[src/rtl/phy_lane_scheduler.sv]
// Four-lane byte scheduler: per-lane 4-deep FIFOs drained round-robin into one registered output.
// Optional LANE_TAG_EN adds the laneOut port carrying the lane of the byte on dataOut.
module phy_lane_scheduler (
  input  logic       clk_4f,
  input  logic       reset,
  input  logic [7:0] dataIn0,
  input  logic [7:0] dataIn1,
  input  logic [7:0] dataIn2,
  input  logic [7:0] dataIn3,
  input  logic       validIn0,
  input  logic       validIn1,
  input  logic       validIn2,
  input  logic       validIn3,
  output logic       readyOut0,
  output logic       readyOut1,
  output logic       readyOut2,
  output logic       readyOut3,
  input  logic       readyIn,
  output logic [7:0] dataOut,
  output logic       validOut,
  output logic       active,
  output logic [3:0] overflow
`ifdef LANE_TAG_EN
  ,
  output logic [1:0] laneOut
`endif
);

  localparam logic [7:0] IDLE_SYMBOL = 8'hBC;

  typedef enum logic {IDLE, ACTIVE} state_t;

  state_t          state;
  state_t          stateNext;
  logic [1:0]      ptr;
  logic [3:0][7:0] dataInVec;
  logic [3:0][7:0] headData;
  logic [3:0]      validInVec;
  logic [3:0]      full;
  logic [3:0]      nonEmpty;
  logic [3:0]      push;
  logic [3:0]      pop;
  logic            loadEn;
  logic            grantValid;
  logic [1:0]      grantLane;
  logic [1:0]      searchIdx;

  assign dataInVec  = {dataIn3, dataIn2, dataIn1, dataIn0};
  assign validInVec = {validIn3, validIn2, validIn1, validIn0};

  assign readyOut0 = ~full[0];
  assign readyOut1 = ~full[1];
  assign readyOut2 = ~full[2];
  assign readyOut3 = ~full[3];

  // Push is gated by the registered full flag only, so a same-cycle pop never frees room for it.
  assign push   = validInVec & ~full;
  assign loadEn = ~validOut | readyIn;
  assign pop    = (loadEn && grantValid) ? (4'b0001 << grantLane) : 4'b0000;

  for (genvar n = 0; n < 4; n++) begin : gLane
    logic [7:0] mem [4];
    logic [2:0] count;
    logic [1:0] rdPtr;
    logic [1:0] wrPtr;

    always_ff @(posedge clk_4f) begin
      if (reset) begin
        count <= 3'd0;
        rdPtr <= 2'd0;
        wrPtr <= 2'd0;
      end else begin
        if (push[n]) begin
          mem[wrPtr] <= dataInVec[n];
          wrPtr      <= wrPtr + 2'd1;
        end
        if (pop[n]) begin
          rdPtr <= rdPtr + 2'd1;
        end
        case ({push[n], pop[n]})
          2'b10:   count <= count + 3'd1;
          2'b01:   count <= count - 3'd1;
          default: count <= count;
        endcase
      end
    end

    assign full[n]     = (count == 3'd4);
    assign nonEmpty[n] = (count != 3'd0);
    assign headData[n] = mem[rdPtr];
  end

  // First non-empty lane at or after ptr, wrapping modulo 4.
  always_comb begin
    grantValid = 1'b0;
    grantLane  = ptr;
    searchIdx  = ptr;
    for (int i = 0; i < 4; i++) begin
      searchIdx = ptr + 2'(i);
      if (!grantValid && nonEmpty[searchIdx]) begin
        grantValid = 1'b1;
        grantLane  = searchIdx;
      end
    end
  end

  always_ff @(posedge clk_4f) begin
    if (reset) begin
      overflow <= 4'b0000;
    end else begin
      overflow <= overflow | (validInVec & full);
    end
  end

  always_ff @(posedge clk_4f) begin
    if (reset) begin
      state <= IDLE;
    end else begin
      state <= stateNext;
    end
  end

  always_comb begin
    stateNext = state;
    case (state)
      IDLE:    if (loadEn && grantValid)  stateNext = ACTIVE;
      ACTIVE:  if (loadEn && !grantValid) stateNext = IDLE;
      default: stateNext = IDLE;
    endcase
  end

  assign active = (state == ACTIVE);

  // Idle loads leave ptr (and laneOut) untouched so fairness resumes where it stopped.
  always_ff @(posedge clk_4f) begin
    if (reset) begin
      dataOut  <= IDLE_SYMBOL;
      validOut <= 1'b0;
      ptr      <= 2'd0;
`ifdef LANE_TAG_EN
      laneOut  <= 2'd0;
`endif
    end else if (loadEn) begin
      if (grantValid) begin
        dataOut  <= headData[grantLane];
        validOut <= 1'b1;
        ptr      <= grantLane + 2'd1;
`ifdef LANE_TAG_EN
        laneOut  <= grantLane;
`endif
      end else begin
        dataOut  <= IDLE_SYMBOL;
        validOut <= 1'b0;
      end
    end
  end

endmodule

[config.mk]
export PLATFORM = sky130hd
export DESIGN_NAME = phy_lane_scheduler
export DESIGN_NICKNAME = d
export VERILOG_FILES = /design/src/rtl/phy_lane_scheduler.sv
export SDC_FILE = /design/constraint.sdc
export NUM_CORES = 1
export LEC_CHECK = 0
export BUFFER_PORTS_ARGS = -buffer_cell sky130_fd_sc_hd__buf_2
export CORE_MARGIN = 10
export CORE_UTILIZATION = 64
export CTS_BUF_LIST = sky130_fd_sc_hd__clkbuf_8 sky130_fd_sc_hd__clkbuf_16
export DETAILED_ROUTE_END_ITERATION = 7
export MAX_ROUTING_LAYER = met4
export PLACE_DENSITY = 0.92
export SLEW_MARGIN = 20
export SYNTH_ARGS = -nofsm -noshare
export SYNTH_HDL_FRONTEND = slang
export SYNTH_SLANG_ARGS = --single-unit
[constraint.sdc]
create_clock -name clk_4f -period 4.2 [get_ports clk_4f]
set_input_delay 0.84 -clock clk_4f [delete_from_list [all_inputs] [get_ports clk_4f]]
set_output_delay 0.84 -clock clk_4f [all_outputs]
set_load 0.05 [all_outputs]
==> impl.org <==
** Floorplanning
- The floorplan step defined a die boundary enclosing 16320 um2.
- Starting density of the core :: 65.09%
- Die boundary height :: 127.8 um
- I/O pins :: 57
- Placeable core region :: 11420 um2
- The die is 127.8 um wide.
- Number of rows in the core area :: 39

** Clocking
- Clock root buffer :: clkbuf_16
- Post-CTS Hold Buffers :: 0
- Clk slew on worst S/H paths :: 0.06 ns
- TritonCTS built the clock tree.
- Counting the buffers created by CTS gives 17.
- CTS Buffer Depth :: 2
- The clock reaches the later pin of the worst-skew pair after 0.43 ns.
- Counting every sink on the clock net gives 179.
- In this run the post-CTS setup repair buffer count came out at 0.
- Gates resized during post-CTS repair numbered 0.
- CTS HTree Levels :: 4

** Yosys
- Share of synthesized flip-flops with an asynchronous set or reset :: 0%
- Counting flops and latches in the post-synthesis netlist gives 179.
- Post-Syn Nets :: 548
- Average footprint of a synthesized cell :: 15.32 um2
- Netlist Area Pre-Place :: 7432 um2
- The share of synthesized area in the top cell type comes to 51.72%.
- In the synthesized netlist the dominant register cell turns out to be edfxtp_1.
- Post-synth EDFFs :: 128
- Leading cell types by total area after synthesis :: edfxtp_1 52%, dfxtp_1 14%, mux4_2 9.7%
- For this run, the number of Yosys warnings is 0.
- The synthesized design spends more area on one cell type than any other, namely edfxtp_1.
- Count of distinct cell types in the synthesized netlist :: 44
- Cells after synthesis :: 485
- Sequential share of the synthesized area :: 65.45%

** GRT
- Entering global routing, the biggest net connects 28 pins.
- The via count of the first global-routing pass is 4603.
- After global routing the overflow that remains totals 0.
- Global routing consumed, over all layers together, 20.82% of the routing resources.
- Global-route wire length before repair :: 25270 um
- Antenna violations before repair :: 0

** Timing
- The worst path meets setup with 0.8735 ns of slack.
- Transition time at the pin with the least slew margin :: 0.6446 ns
- Max-slew violation count :: 0
- Setup repair after global routing missed its margin :: false
- Between clock sinks in the finished design, the worst skew comes to 0.007928 ns.
- Setup violations remaining at the end of the flow were counted as 0.
- Post-route setup TNS :: 0 ns
- The hold violation count in the final report came to 0.
- Subtracting the final worst setup slack from the clock period gives 3.327 ns.
- Relative slew margins :: 57.03%
- Achievable Freq :: 300.6 MHz
- Crit share post-route :: 79.20%

** Setup path
- The worst setup path is of the reg -> reg kind.
- The worst setup path is captured at a flop.
- Along the worst path, the maximum fanout reaches 9.
- The worst setup path is launched from a flop.
- At the worst endpoint, the arrival time is 3.68 ns.
- STA puts the critical path data required time at 4.56 ns.

** Layout
- 0 antenna diodes ended up in the layout.
- Layout Area Growth over Synthesis :: 13.28%
- In the final layout, the share of cells above drive strength 1 is 27.06%.
- In the final layout, flip-flops and latches occupy 4865 um2.
- At the end of the flow the core is filled with cells to 73.73%.
- Area taken by multi-input logic gates :: 2409 um2
- Final nets :: 608
- Filler Cells Inserted :: 654

** Job
- Max-cap violations in this run came to 0.

** Detailed routing
- In this run the remaining antenna-violating nets after routing total 0.
- Detailed routing inserted a total of 4424 vias.
- Dividing the detail-routed wire length by the instance count gives 23.10 um.
- Dividing the detail-routed via count by the number of cells gives 6.311.
- Total wire length :: 16190 um
- First-pass detailed-route iteration total :: 7
- Number of design-rule violations left by the first detailed-router iteration :: 646
- After detailed routing, the number of remaining DRC violations is 0.

** Pwr
- Of the total power, the share spent switching nets is 35.17%.
- Internal power :: 3837 uW
- Fraction of power consumed by the clock network :: 26.7%
- Summed over all cells, the static leakage comes to 0.003002 uW.
- For this design the total switching power over the nets is 2081 uW.
- Pwr Density :: 702.9 nW/um2
- Maximum ir drop on the vdd rail :: 0.4570 mV
- Of the total power, registers draw 39.1%.
- Per report_power, the combinational group accounts for 34.2% of the total.

** Placement
- Number of I/O port buffers :: 56
- After legalization and detailed placement, the total HPWL measured 10650 um.
- Before CTS, the worst setup slack after placement is 1.006 ns.
- The congestion estimate from routability-driven global placement came to 0.8718.

** Run status
- The flow ran to the end, and the final reports show no timing, DRC or antenna violations.

** Worst hold path
- Type of the most critical hold path :: reg -> reg
through the flow:
step	instance area (um2)	total power [uW]	cells	hold slack, ns
floorplan	7432	3830	485	0.4591
global placement	7826	4149	669	0.4500
detailed placement	7826	4267	669	0.4619
CTS	8419	5906	701	0.4798
global route	8419	6174	701	0.5119
finish	8419	5918	701	0.4786
flip-flops by register name (all words and copies together), names as in the netlist, named ones only:
name,cells
gLane.mem,128
dataOut,8
ptr,2
gLane.count,12
gLane.wrPtr,8
overflow,4
gLane.rdPtr,8
area by class of cell:
type	instances	area share, %
Sequential cell	179	57.78
Multi-Input combinational cell	267	28.61
Clock buffer	17	5.053
Timing Repair Buffer	57	3.418
Tap cell	143	2.125
Clock inverter	15	1.991
Inverter	23	1.025
power groups by stage:
stage	clock [uW]	combinational (uW)	sequential, uW
global placement	0	1830	2320
finish	1580	2020	2310
global route	1660	2170	2340
floorplan	0	1480	2350
detailed placement	0	1920	2340
CTS	1600	2000	2310
logic make-up after synthesis:
family | Yosys count | share of synthesized area [%]
simple gates | 122 | 8.283
xor+xnor | 13 | 1.532
flops | 179 | 65.45
compound gates | 57 | 5.522
buf+inv | 39 | 2.138
mux | 51 | 12.63
fa+ha+maj | 24 | 4.444
critical path, cell delays in order (launching register included):
cell     delay (ns)
dfxtp_1        0.36
or3_1          0.45
nor2_1         0.28
a22o_1         0.37
nor2_1         0.18
nor2_1         0.31
ha_1           0.25
inv_1          0.06
fa_1           0.37
xor2_1         0.16
or3_1          0.31
a21oi_1        0.15
synthesized netlist by cell type, types with 2 or more instances:
master    number
nor2_1        44
mux2_2        18
a211oi_1       2
or3_1          8
nand4_1        2
nor3_2         2
a22oi_4        2
nand3_1       19
a21oi_1       18
mux4_2        32
nand2b_1       3
o21ai_0       14
fa_1           4
ha_1          20
dfxtp_1       51
edfxtp_1     128
nor2b_1        7
inv_1         23
nand2_1       14
a31oi_1        5
clkbuf_1       6
xnor2_1        5
and2_1        16
buf_1          7
nor3_1         2
a221o_1        3
o221a_2        5
and3_1         2
xor2_1         8
worst paths after layout:
kind              depth (start not counted)  slack [ns]                      startpoint                             end
setup / recovery                         11        0.87  gLane[3].count[2]$_SDFFE_PP0P_  gLane[2].count[2]$_SDFFE_PP0P_
hold / removal                            2        0.48          overflow[3]$_SDFF_PP0_          overflow[3]$_SDFF_PP0_
setup reg to reg                         11        0.87  gLane[3].count[2]$_SDFFE_PP0P_  gLane[2].count[2]$_SDFFE_PP0P_
hold reg to reg                           2        0.48          overflow[3]$_SDFF_PP0_          overflow[3]$_SDFF_PP0_
layout by cell type, fill, tap and decap left out, drive strengths merged, types with 5 or more instances in the layout:
cell    netlist  routed
o221a         5       5
nor2b         7       7
or3           8       8
ha           20      20
buf          10      57
edfxtp      128     128
nor3          5       5
mux4         32      32
a21oi        18      18
xor2          8       8
and2         16      16
dfxtp        51      51
clkbuf        6      17
nor2         44      44
nand3        19      19
xnor2         5       5
o21ai        15      15
inv          23      28
nand2        15      15
a31oi         5       5
mux2         19      19
per-layer routing:
metal | vias up | global-route usage (%) | share of wire [%]
met2 | 239 | 32.86 | 51
met3 | 45 | 5.418 | 7.2
met1 | 2192 | 24.79 | 39
li1 | 1948 | - | -
met4 | 0 | 9.338 | 3.2
met5 | - | - | 0
No activity file was read; power rests on OpenSTA's default activity.
